<file path="src/rtl/rf_pkg.sv">
// Shared defaults and types for the scoreboarded register file.
package rf_pkg;
    localparam int unsigned DATA_W_DEF   = 16;
    localparam int unsigned NUM_REGS_DEF = 8;
    localparam int unsigned ADDR_W_DEF   = $clog2(NUM_REGS_DEF);
    localparam int unsigned ZERO_REG     = 0;

    typedef logic [ADDR_W_DEF-1:0] rf_addr_t;
endpackage

</file>
<file path="src/rtl/rf_read_port.sv">
// One combinational read port: array mux plus optional same-cycle write forwarding.
module rf_read_port
    import rf_pkg::*;
#(
    parameter int unsigned DATA_W   = DATA_W_DEF,
    parameter int unsigned NUM_REGS = NUM_REGS_DEF,
    parameter int unsigned ADDR_W   = $clog2(NUM_REGS),
    parameter int unsigned BYPASS   = 1
) (
    input  logic [ADDR_W-1:0]   rd_addr,
    input  logic [DATA_W-1:0]   regs [NUM_REGS],
    input  logic [NUM_REGS-1:0] busy,
    input  logic                wr_en,
    input  logic [ADDR_W-1:0]   wr_addr,
    input  logic [DATA_W-1:0]   wr_data,
    output logic [DATA_W-1:0]   rd_data_c,
    output logic                rd_busy_c
);

    logic fwd_hit;

    // Forward only real writes; register 0 is never a bypass source.
    always_comb begin
        fwd_hit   = (BYPASS != 0) && wr_en && (wr_addr == rd_addr)
                    && (wr_addr != ADDR_W'(ZERO_REG));
        rd_data_c = regs[rd_addr];
        rd_busy_c = busy[rd_addr];
        if (fwd_hit) begin
            rd_data_c = wr_data;
            rd_busy_c = 1'b0;
        end
    end

endmodule

</file>
<file path="src/rtl/reg_file_scoreboard.sv">
// Register file with N read ports, write bypass, hardwired r0 and a busy scoreboard
// (issue sets, writeback clears) used by decode for hazard stalls.
module reg_file_scoreboard
    import rf_pkg::*;
#(
    parameter int unsigned DATA_W   = DATA_W_DEF,
    parameter int unsigned NUM_REGS = NUM_REGS_DEF,
    parameter int unsigned ADDR_W   = $clog2(NUM_REGS),
    parameter int unsigned NUM_RD   = 2,
    parameter int unsigned BYPASS   = 1
) (
    input  logic                       clk,
    input  logic                       rst_n,
    input  logic [NUM_RD*ADDR_W-1:0]   RdAddr,
    output logic [NUM_RD*DATA_W-1:0]   RdData,
    output logic [NUM_RD-1:0]          RdBusy,
    input  logic                       WrEn,
    input  logic [ADDR_W-1:0]          WrAddr,
    input  logic [DATA_W-1:0]          WrData,
    input  logic                       IssueEn,
    input  logic [ADDR_W-1:0]          IssueAddr,
    output logic                       IssueStall,
    output logic [NUM_REGS-1:0]        BusyVec,
    output logic [ADDR_W:0]            BusyCnt
);

    localparam int unsigned CNT_W = ADDR_W + 1;

    logic [DATA_W-1:0]   regs_q [NUM_REGS];
    logic [DATA_W-1:0]   regs_d [NUM_REGS];
    logic [NUM_REGS-1:0] busy_q;
    logic [NUM_REGS-1:0] busy_d;
    logic [CNT_W-1:0]    busy_cnt_q;
    logic [CNT_W-1:0]    busy_cnt_d;
    logic                wr_live;
    logic                issue_stall_c;

    // WAW stall: destination still busy and not being cleared by this cycle's writeback.
    always_comb begin
        wr_live       = WrEn && (WrAddr != ADDR_W'(ZERO_REG));
        issue_stall_c = IssueEn && (IssueAddr != ADDR_W'(ZERO_REG)) && busy_q[IssueAddr]
                        && !(wr_live && (WrAddr == IssueAddr));
    end

    // Next state: writeback first, then issue, so a same-register pair leaves busy set.
    always_comb begin
        regs_d     = regs_q;
        busy_d     = busy_q;
        busy_cnt_d = '0;
        if (wr_live) begin
            regs_d[WrAddr] = WrData;
            busy_d[WrAddr] = 1'b0;
        end
        if (IssueEn && !issue_stall_c && (IssueAddr != ADDR_W'(ZERO_REG))) begin
            busy_d[IssueAddr] = 1'b1;
        end
        regs_d[ZERO_REG] = '0;
        busy_d[ZERO_REG] = 1'b0;
        for (int unsigned r = 0; r < NUM_REGS; r++) begin
            busy_cnt_d = busy_cnt_d + CNT_W'(busy_d[ADDR_W'(r)]);
        end
    end

    always_ff @(posedge clk) begin
        if (!rst_n) begin
            regs_q     <= '{default: '0};
            busy_q     <= '0;
            busy_cnt_q <= '0;
        end else begin
            regs_q     <= regs_d;
            busy_q     <= busy_d;
            busy_cnt_q <= busy_cnt_d;
        end
    end

    for (genvar p = 0; p < NUM_RD; p++) begin : g_rd
        rf_read_port #(
            .DATA_W   (DATA_W),
            .NUM_REGS (NUM_REGS),
            .ADDR_W   (ADDR_W),
            .BYPASS   (BYPASS)
        ) u_port (
            .rd_addr   (RdAddr[p*ADDR_W +: ADDR_W]),
            .regs      (regs_q),
            .busy      (busy_q),
            .wr_en     (WrEn),
            .wr_addr   (WrAddr),
            .wr_data   (WrData),
            .rd_data_c (RdData[p*DATA_W +: DATA_W]),
            .rd_busy_c (RdBusy[p])
        );
    end

    always_comb begin
        IssueStall = issue_stall_c;
        BusyVec    = busy_q;
        BusyCnt    = busy_cnt_q;
    end

endmodule

</file>
<file path="config.mk">
export PLATFORM = sky130hd
export DESIGN_NAME = reg_file_scoreboard
export DESIGN_NICKNAME = d
export VERILOG_FILES = /design/src/rtl/rf_pkg.sv /design/src/rtl/rf_read_port.sv /design/src/rtl/reg_file_scoreboard.sv
export SDC_FILE = /design/constraint.sdc
export NUM_CORES = 1
export LEC_CHECK = 0
export ABC_AREA = 1
export BUFFER_PORTS_ARGS = -buffer_cell sky130_fd_sc_hd__buf_2
export CAP_MARGIN = 10
export CORE_MARGIN = 2
export CORE_UTILIZATION = 58
export CTS_BUF_LIST = sky130_fd_sc_hd__clkbuf_16
export CTS_CLUSTER_SIZE = 30
export DETAILED_ROUTE_END_ITERATION = 7
export PLACE_DENSITY = 0.84
export SETUP_SLACK_MARGIN = 0.3
export SLEW_MARGIN = 20
export SYNTH_ARGS = -nofsm -noshare
export SYNTH_HDL_FRONTEND = slang
export SYNTH_SLANG_ARGS = --single-unit
</file>
<file path="constraint.sdc">
create_clock -name clk -period 6.6 [get_ports clk]
set_input_delay 1.65 -clock clk [delete_from_list [all_inputs] [get_ports clk]]
set_output_delay 1.65 -clock clk [all_outputs]
set_load 0.01 [all_outputs]
</file>
---- Yosys cells after proc, flatten, opt, wreduce, memory -nomap -nowiden ----
Cells that the tools add are included.
word-level totals
  output and inout port bits .............. 47
  bits of input ports ..................... 32
  register bits after elaboration ......... 124
operators by class
  reduce and logical (&&, ||, !) cells .... 18
  multiplexer cells ....................... 25
  bitwise logic cells ..................... 6
  eq/ne operators ......................... 3
  magnitude comparators ................... 10
  add/subtract/negate cells ............... 6
operator list
  cell                  count
  $bwmux W128           1
  $mux W16              7
  $bmux W16 S3          2
  $demux W16 S3         1
  $lt A3 B4 Y1 const B  4
  $mux W8               2
  $logic_and A1 B1 Y1   14
  $add A4 B1 Y4         3
  $ge A4 B4 Y1 const B  3
  $not A3 Y4            3
  $bmux W1 S3           3
  $eq A3 B3 Y1          3
  $and A8 B8 Y8         1
  $not A8 Y8            1
  $or A8 B8 Y8          1
  $mux W1               7
  $demux W1 S3          2
  $ge A3 B1 Y1 const B  2
  $reduce_bool A3 Y1    2
  $add A3 B1 Y4         1
  $lt A4 B1 Y1 const B  1
  $add A2 B1 Y3         1
  $add A1 B1 Y2         1
  $logic_not A1 Y1      2

---- Depth between registers and ports, before layout ----
Gate-level depths: netlist of the first run.
  depth in word-level cells ............... 15
  mapped depth ............................ 16
  mapped depth without buffers ............ 16

---- Modules after synthesis ----
Synthesis of the first run repeated with hierarchy kept, for this count alone.
unflattened totals
  cell total of the unflattened synthesis .. 1532
  area total of the unflattened synthesis .. 8754.6 um^2
modules (own cells, without submodules)
  module               seq. area each (um^2)  area an instance (um^2)  times used  cells an instance
  reg_file_scoreboard  2442.3                 4623.2                   1           612
  rf_read_port         0.0                    2065.7                   2           460

---- Worst setup path before layout of the first run ----
OpenSTA, ideal clock, no wires.
  path type ............................... input to register
  from .................................... input port WrAddr[0]
  to ...................................... register busy_cnt_q[1], in the netlist BusyCnt[1]
  arrival time ............................ 4.375 ns
  setup slack ............................. 2.116 ns
  cell stages on the path ................. 15
  path buffers ............................ 1
  setup time .............................. 0.109 ns
  cells stage by stage .................... buf_2 -> inv_1 -> a21oi_4 -> inv_2 -> nor2_1 -> o21ai_2 -> inv_2 -> a21oi_1 -> fa_1 -> fa_1 -> fa_1 -> inv_1 -> fa_1 -> nand2_1 -> inv_1
between the ends
  longest elaborated chain between the ends .. 15
ends and longest elaborated chain
  what                                                                         RTL line                                              text
  start, declared                                                              reg_file_scoreboard.sv:18                             input logic [ADDR_W-1:0] WrAddr,
  $lt A3 B4 Y1 (not written as such) (tied with other cells)                   reg_file_scoreboard.sv:52                             busy_d[WrAddr] = 1'b0;
  $logic_and A1 B1 Y1 (on tied branches)                                       reg_file_scoreboard.sv:52, reg_file_scoreboard.sv:40
  $mux W1 (not written as such) / $logic_and A1 B1 Y1 (equally long branches)  reg_file_scoreboard.sv:52, reg_file_scoreboard.sv:42
  $demux W1 S3 / $logic_not A1 Y1 (equally long branches)                      reg_file_scoreboard.sv:52, reg_file_scoreboard.sv:42
  $not A8 Y8 (no line) / $logic_and A1 B1 Y1 (equally long branches)           --
  $and A8 B8 Y8 (no line) / $logic_not A1 Y1 (equally long branches)           --
  $mux W8 / $logic_and A1 B1 Y1 (equally long branches)                        reg_file_scoreboard.sv:50, reg_file_scoreboard.sv:54
  $or A8 B8 Y8 (no line) / $logic_and A1 B1 Y1 (equally long branches)         --
  $mux W8 (*)                                                                  reg_file_scoreboard.sv:54                             if (IssueEn && !issue_stall_c && (IssueAddr != ADDR_W'(ZERO_REG))) begin
  $add A1 B1 Y2                                                                reg_file_scoreboard.sv:60                             busy_cnt_d = busy_cnt_d + CNT_W'(busy_d[ADDR_W'(r)]);
  $add A2 B1 Y3                                                                reg_file_scoreboard.sv:60
  $add A3 B1 Y4                                                                reg_file_scoreboard.sv:60
  $add A4 B1 Y4 (2 in a row)                                                   reg_file_scoreboard.sv:60
  $add A4 B1 Y4 (*)                                                            reg_file_scoreboard.sv:60
  net busy_cnt_d[1]                                                            reg_file_scoreboard.sv:34                             logic [CNT_W-1:0] busy_cnt_d;
  end signal, assigned                                                         reg_file_scoreboard.sv:72                             busy_cnt_q <= busy_cnt_d;
  end, declared                                                                reg_file_scoreboard.sv:33                             logic [CNT_W-1:0] busy_cnt_q;
Mark *: on every way through the listed nets, which the timed path passes. The rest lies on a longest branch.
A chain may end at the register's enable or synchronous reset.

---- Final worst setup path of the first run ----
  from .................................... input port RdAddr[1]
  to ...................................... output port RdData[9]
between the ends
  longest elaborated chain between the ends .. 5
ends and longest elaborated chain
  what                                         RTL line                   text
  start, declared                              reg_file_scoreboard.sv:14  input logic [NUM_RD*ADDR_W-1:0] RdAddr,
  $not A3 Y4 (not written as such)             rf_read_port.sv:26         rd_data_c = regs[rd_addr];
  $bmux W16 S3                                 rf_read_port.sv:26
  $mux W16 (not written as such) (2 in a row)  rf_read_port.sv:26
  $mux W16 (*)                                 rf_read_port.sv:28         if (fwd_hit) begin
  end, declared                                reg_file_scoreboard.sv:15  output logic [NUM_RD*DATA_W-1:0] RdData,
Every way passes the cells marked *; elsewhere a longest branch is shown, timed or not. The select of a mux whose other input is x is not followed.

==> key figures, run 1 <==
Outcome
  – Status: finished, violations left
  – Failing checks: DRC

STA
  – Max Clock Skew: approximately 1.4 ps
  – Fin Setup TNS: 0 ps
  – Fin crit share: 0.8468
  – Max-slew headroom: 0.3332
  – RSZ-0062 raised after global routing: false
  – Min Clock Period, post-route: between 5000 and 6000 ps
  – Fmax: 0.1789 GHz
  – Fin. Hold Viols: 0
  – Max Transition Viols Final: 0
  – Tightest Pin Transition: ~1000 ps
  – Setup violators final: 0

Logic synthesis
  – Share of synthesized area spent on multiplexers: 0
  – Top post-synthesis cells by count: 220 x o21ai_0, 163 x a21oi_1, 122 x dfxtp_1
  – Mapped Cells: 1012
  – Synth area leader: dfxtp_1
  – Post-synth EDFFs: 0
  – Post-synthesis sequential area ratio: 0.3550
  – Ys flop type: dfxtp_1
  – Cell variety after synth: 33
  – Asr flop ratio synth: 0
  – Simple-gate share of the synthesized area: 0.1373
  – Largest family of logic cells by synthesized area: compound AO/OA/AOI/OAI gates
  – Syn Area/Cell: between 6 and 7 um2
  – Count leader, synth: o21ai_0
  – Area contributors post-synth: dfxtp_1 35%, o21ai_0 16%, a21oi_1 12%
  – Top cell type's share of synthesized area: 0.3550
  – Compound-Gate Fraction of Synth Area: 0.3755
  – Syn. warnings: 0
  – Flops & latches, synth: ~120
  – Synth Area in XOR/XNOR: 0.006365
  – Cell Area, Synth: between 6000 and 7000 um2
  – Adder-cell share of the synthesized area: 0.01164

Detailed routing
  – WL/cell: ~18 um
  – Highest Signal Layer: met4
  – Vias per Instance: between 6 and 7
  – DRC violations left: 6
  – Wire length on met2: 9.705 mm
  – Via Count: between 7000 and 8000
  – Final wirelength: roughly 22 mm
  – Met3 wire length: 2.413 mm
  – Wl on met1: approximately 8.4 mm
  – First drt pass iteration count: 8
  – Detail Route Antenna Nets: 0
  – First DRT Iteration DRCs: ~1100

Pwr
  – Pleak: about 3.2 nW
  – Power Density: about 260 nW/um2
  – VDD IR-drop max: approximately 0.21 mV

Cells and area
  – Number of fill cells: a little over 1000
  – N_diodes: 0
  – Share of cells above drive strength 1: 0.1419
  – Final Cell Area: 7677 um2
  – Layout Nets: about 1100
  – Area growth from synthesis to layout: 11.58%

Global route
  – GRT Total Usage: 0.3361
  – Number of global-route vias before repair: around 6700
  – First-pass GRT wire length: 34.30 mm
  – Antenna violations before repair: 0
  – Largest net degree at the start of global routing: approximately 120
  – Overflow after GRT: 0

Die
  – DIE HEIGHT: approximately 110 um
  – Die area: around 13000 um2
  – Boundary Pins: just under 80
  – Row cnt: 39
  – Initial Utilization: 0.5975
  – Die X: about 110 um
  – Core area: approximately 12000 um2

Clock tree
  – Clock Latency Late Sink: roughly 410 ps
  – Clock transition at path regs: approximately 50 ps
  – CTS H-tree lvls: 4
  – Cts-stage hold buffer count: 0
  – Num CTS Buffers: 17
  – Root buffer cell: clkbuf_16
  – # resized after CTS: 0
  – Post-CTS setup buffers: 0
  – CTS Buffer Depth: 2
  – CTS tree: done
  – Clock Sinks: 122

Critical path
  – WP data required: ~5000 ps
  – Startpoint Class: input pin
  – Setup crit end kind: output port
  – Crit-path max FO: 49
  – WP data arrival: around 3900 ps
  – Critical Setup Path Class: in -> out

Run
  – Max cap viols: 0

Placed design
  – Placed Area: 7119 um2
  – Post-DP HPWL: approximately 13 mm
  – I/O Buffers: 76
  – Routability Congestion: ~0.95

Min path
  – HP Class: reg -> reg
[metrics by stage]
step	hold slack [ps]	instances	total power [mW]	util	setup slack [ps]
floorplan	493.3	1013	1.022	-	2116
CTS	532.3	1186	1.994	0.6667	1143
global route	563.5	1186	2.071	0.6667	935.4
finish	527.9	1186	2.001	0.6667	1011
detailed placement	518.0	1154	1.119	0.6182	1150
global placement	513.3	1154	1.114	0.6182	1121
[worst paths after layout]
path	from	to	slack, ps	depth (start not counted)
setup reg to reg	BusyVec[3]	BusyCnt[1]	3210	15
hold / removal	regs_q[7]	regs_q[7]	530	2
setup / recovery	RdAddr[1]	RdData[9]	1010	8
hold reg to reg	regs_q[7]	regs_q[7]	530	2
[cells in the final DEF (no fill, tap or decap), types with 17 or more instances in the layout]
| master | n |
|---|---|
| clkinv_1 | 20 |
| a21oi_1 | 163 |
| o21ai_0 | 220 |
| nor2_1 | 51 |
| nand2_1 | 68 |
| dfxtp_1 | 122 |
| nand3_1 | 76 |
| o211ai_1 | 31 |
| o21ai_1 | 30 |
| buf_2 | 76 |
| clkbuf_16 | 17 |
| inv_1 | 64 |
| a31oi_1 | 33 |
[cells by family (layout without fill, tap and decap cells)]
logic type / Yosys count / in the layout
other: 1 / 2
buffers and inverters: 185 / 215
xor gates and xnor gates: 5 / 5
AOI/OAI and AO/OA: 484 / 484
adders and majority gates: 4 / 4
DFF: 122 / 122
and+or+nand+nor: 211 / 211
[final cells by class]
class / count / area, um2 / area share
clock inverters: 15 / 132.6 / 0.01728
multi-input cells: 706 / 3660 / 0.4767
clock buffers: 17 / 425.4 / 0.05541
well taps: 143 / 178.9 / 0.02331
repair buffers: 91 / 493.0 / 0.06421
inverters: 92 / 345.3 / 0.04498
flip-flops and latches: 122 / 2442 / 0.3181
[per-layer routing]
layer  up-vias  GRT usage
li1       3566          -
met4         0     0.1764
met1      3372     0.4311
met3        93    0.06481
met2       516     0.5398
met5         -          0
[registers in the layout, indices dropped and copies added, names as in the netlist]
name and flops:
regs_q 112, BusyVec 7, BusyCnt 3
[power by group]
group | switching [mW] | leakage, nW | internal [mW]
clock | 0.340 | 0.273 | 0.547
combinational | 0.221 | 1.89 | 0.107
sequential | 0.0191 | 0.992 | 0.768
total | 0.580 | 3.16 | 1.42
[worst max-delay path, cell delays in order]
cell     delay [ps]
buf_2           100
buf_4           470
nand2_1         110
a21oi_1         140
nand3_1         670
buf_4           460
o21ai_1         160
buf_2           160
Note: power is estimated with default switching activity, not from simulation.
==> run 2, diff against run 1 <==
clock period = 5.7 ns   (was 6.6 ns; I/O delays follow)
==> key figures, run 2 (same netlist as run 1, synthesis figures left out) <==
Die
  – DIE HEIGHT: 112.9 um
  – Boundary Pins: around 80
  – Die area: 12750 um2
  – Core area: roughly 12000 um2
  – Die X: about 110 um
  – Row cnt: 39
  – Initial Utilization: 0.5975

Clock tree
  – CTS tree: done
  – Clock Latency Late Sink: between 400 and 500 ps
  – Clock Sinks: roughly 120
  – Post-CTS setup buffers: 0
  – Cts-stage hold buffer count: 0
  – Num CTS Buffers: 17
  – CTS H-tree lvls: 4
  – Clock transition at path regs: 50 ps
  – # resized after CTS: 0
  – Root buffer cell: clkbuf_16
  – CTS Buffer Depth: 2

Detailed routing
  – Detail Route Antenna Nets: 0
  – DRC violations left: 7
  – Final wirelength: between 20 and 25 mm
  – Vias per Instance: between 6 and 7
  – First drt pass iteration count: 8
  – First DRT Iteration DRCs: 968
  – WL/cell: ~18 um
  – Via Count: about 7400

Critical path
  – Buffers plus inverters on the worst setup path: 3
  – Setup crit end kind: output port
  – CP max stage cell: buf_4
  – Crit-path max FO: 63
  – FF-to-FF setup slack: roughly 2300 ps
  – WP data required: about 4300 ps
  – WP data arrival: approximately 3500 ps
  – Top delay family on crit path: buffers and inverters
  – CP max stage delay: ~610 ps
  – Cell Chain, Critical Path: buf_2 > buf_4 > o21ai_0 > a21oi_1 > o21ai_1 > a31oi_1 > buf_2
  – Reg2reg path depth: 15
  – R2R Path End: BusyCnt[1]
  – FF-to-FF Start: BusyVec[3]
  – Critical Setup Path Class: in -> out
  – Startpoint Class: input pin
  – Crit path top cell by count: buf_2

Cells and area
  – Util after Layout: 0.6617
  – N_diodes: 0
  – Most common cell after layout, fill and taps aside: o21ai_0
  – Share of cells above drive strength 1: 0.1326
  – Largest Register: regs_q
  – Max FFs per register: approximately 110
  – Area growth from synthesis to layout: 10.75%
  – Layout Nets: between 1000 and 1500
  – Leading cell types in the layout, fill and taps excluded: 220 x o21ai_0, 163 x a21oi_1, 122 x dfxtp_1

Pwr
  – Reg power frac: 0.411
  – VDD IR-drop max: 0.1983 mV
  – Switch Pwr: ~0.63 mW
  – Pleak: approximately 3.1 nW
  – Power Internal: about 1.6 mW
  – Comb power frac: 0.170
  – Power Total: 2.217 mW
  – Switching fraction of total power: 0.2846
  – Clock power share: 0.419
  – Power Density: ~290 nW/um2

Placed design
  – I/O Buffers: 76
  – Setup WS pre-CTS: 950.9 ps
  – Routability Congestion: just under 0.9
  – Post-DP HPWL: about 12 mm

Run
  – Max cap viols: 0

STA
  – Max Clock Skew: just under 6 ps
  – Max Transition Viols Final: 0
  – Fin crit share: 0.8563
  – Min Clock Period, post-route: ~5000 ps
  – Fin. Hold Viols: 0
  – Fmax: 0.2049 GHz
  – Max-slew headroom: 0.3380
  – Hold_ws: between 500 and 600 ps
  – Setup ws final: just over 800 ps
  – Setup violators final: 0
  – Fin Setup TNS: 0 ps
  – RSZ-0062 raised after global routing: false
  – Tightest Pin Transition: between 900 and 1000 ps

Min path
  – Hold depth: 2
  – WHS Endpoint: regs_q[7]
  – Critical hold path startpoint: regs_q[7]
  – HP Class: reg -> reg

Global route
  – Antenna violations before repair: 0
  – Largest net degree at the start of global routing: just under 100
  – Overflow after GRT: 0
  – GRT Total Usage: 0.3364
  – First-pass GRT wire length: between 30 and 40 mm
  – Number of global-route vias before repair: 6831

Outcome
  – Status: finished, violations left
  – Failing checks: DRC
## run 2: cell types whose count changed in the layout (fill, tap and decap cells not counted)
cell and delta:
clkinv_1 +2, clkinv_4 -1, bufinv_16 -1, clkinv_2 -5
inv_6 -1, clkinvlp_4 -2, inv_1 +6
## run 2: worst max-delay path by stage
stage                     depth (start not counted)         start         end
after floorplan                                  15     WrAddr[0]  BusyCnt[1]
after global placement                           16  IssueAddr[0]  BusyCnt[1]
after detailed placement                         16  IssueAddr[0]  BusyCnt[1]
after CTS                                         7     RdAddr[0]   RdBusy[0]
after global routing                              7     RdAddr[0]   RdBusy[0]
final                                             7     RdAddr[0]   RdBusy[0]
## run 2: worst reg2reg max path: stages (launching register included)
cell     delay (ps)
dfxtp_1         440
inv_1            60
nand2_1          60
nand3_1          70
nand2_1          80
nor2_1           70
o21ai_2         230
inv_2            90
a21oi_1         220
fa_1            450
fa_1            500
fa_1            370
inv_1            80
fa_1            420
nand2_1          80
inv_1            40
## run 2: cell type report
cell class	count	area (um2)
Clock inverter	13	75.07
Tap cell	143	178.9
Sequential cell	122	2442
Clock buffer	17	425.4
Inverter	92	345.3
Multi-Input combinational cell	706	3660
Fill cell	1086	3896
Timing Repair Buffer	91	493.0
## run 2: stage by stage
stage,cells,area (um2)
finish,1184,7620
global route,1184,7620
CTS,1184,7620
detailed placement,1154,7119
global placement,1154,7119
floorplan,1013,6884
## run 2: power groups by stage
stage / Combinational, mW / Clock, mW / Sequential (mW)
after floorplan: 0.257 / 0 / 0.926
after global placement: 0.361 / 0 / 0.927
after detailed placement: 0.369 / 0 / 0.927
after CTS: 0.371 / 0.928 / 0.910
after global routing: 0.417 / 0.969 / 0.915
final: 0.377 / 0.928 / 0.912
## run 2: layer usage
| layer | share of wire | GRT usage |
|---|---|---|
| met1 | 0.40 | 0.4460 |
| met3 | 0.10 | 0.05945 |
| met4 | 0.038 | 0.1699 |
| met2 | 0.46 | 0.5305 |
| met5 | 0 | 0 |
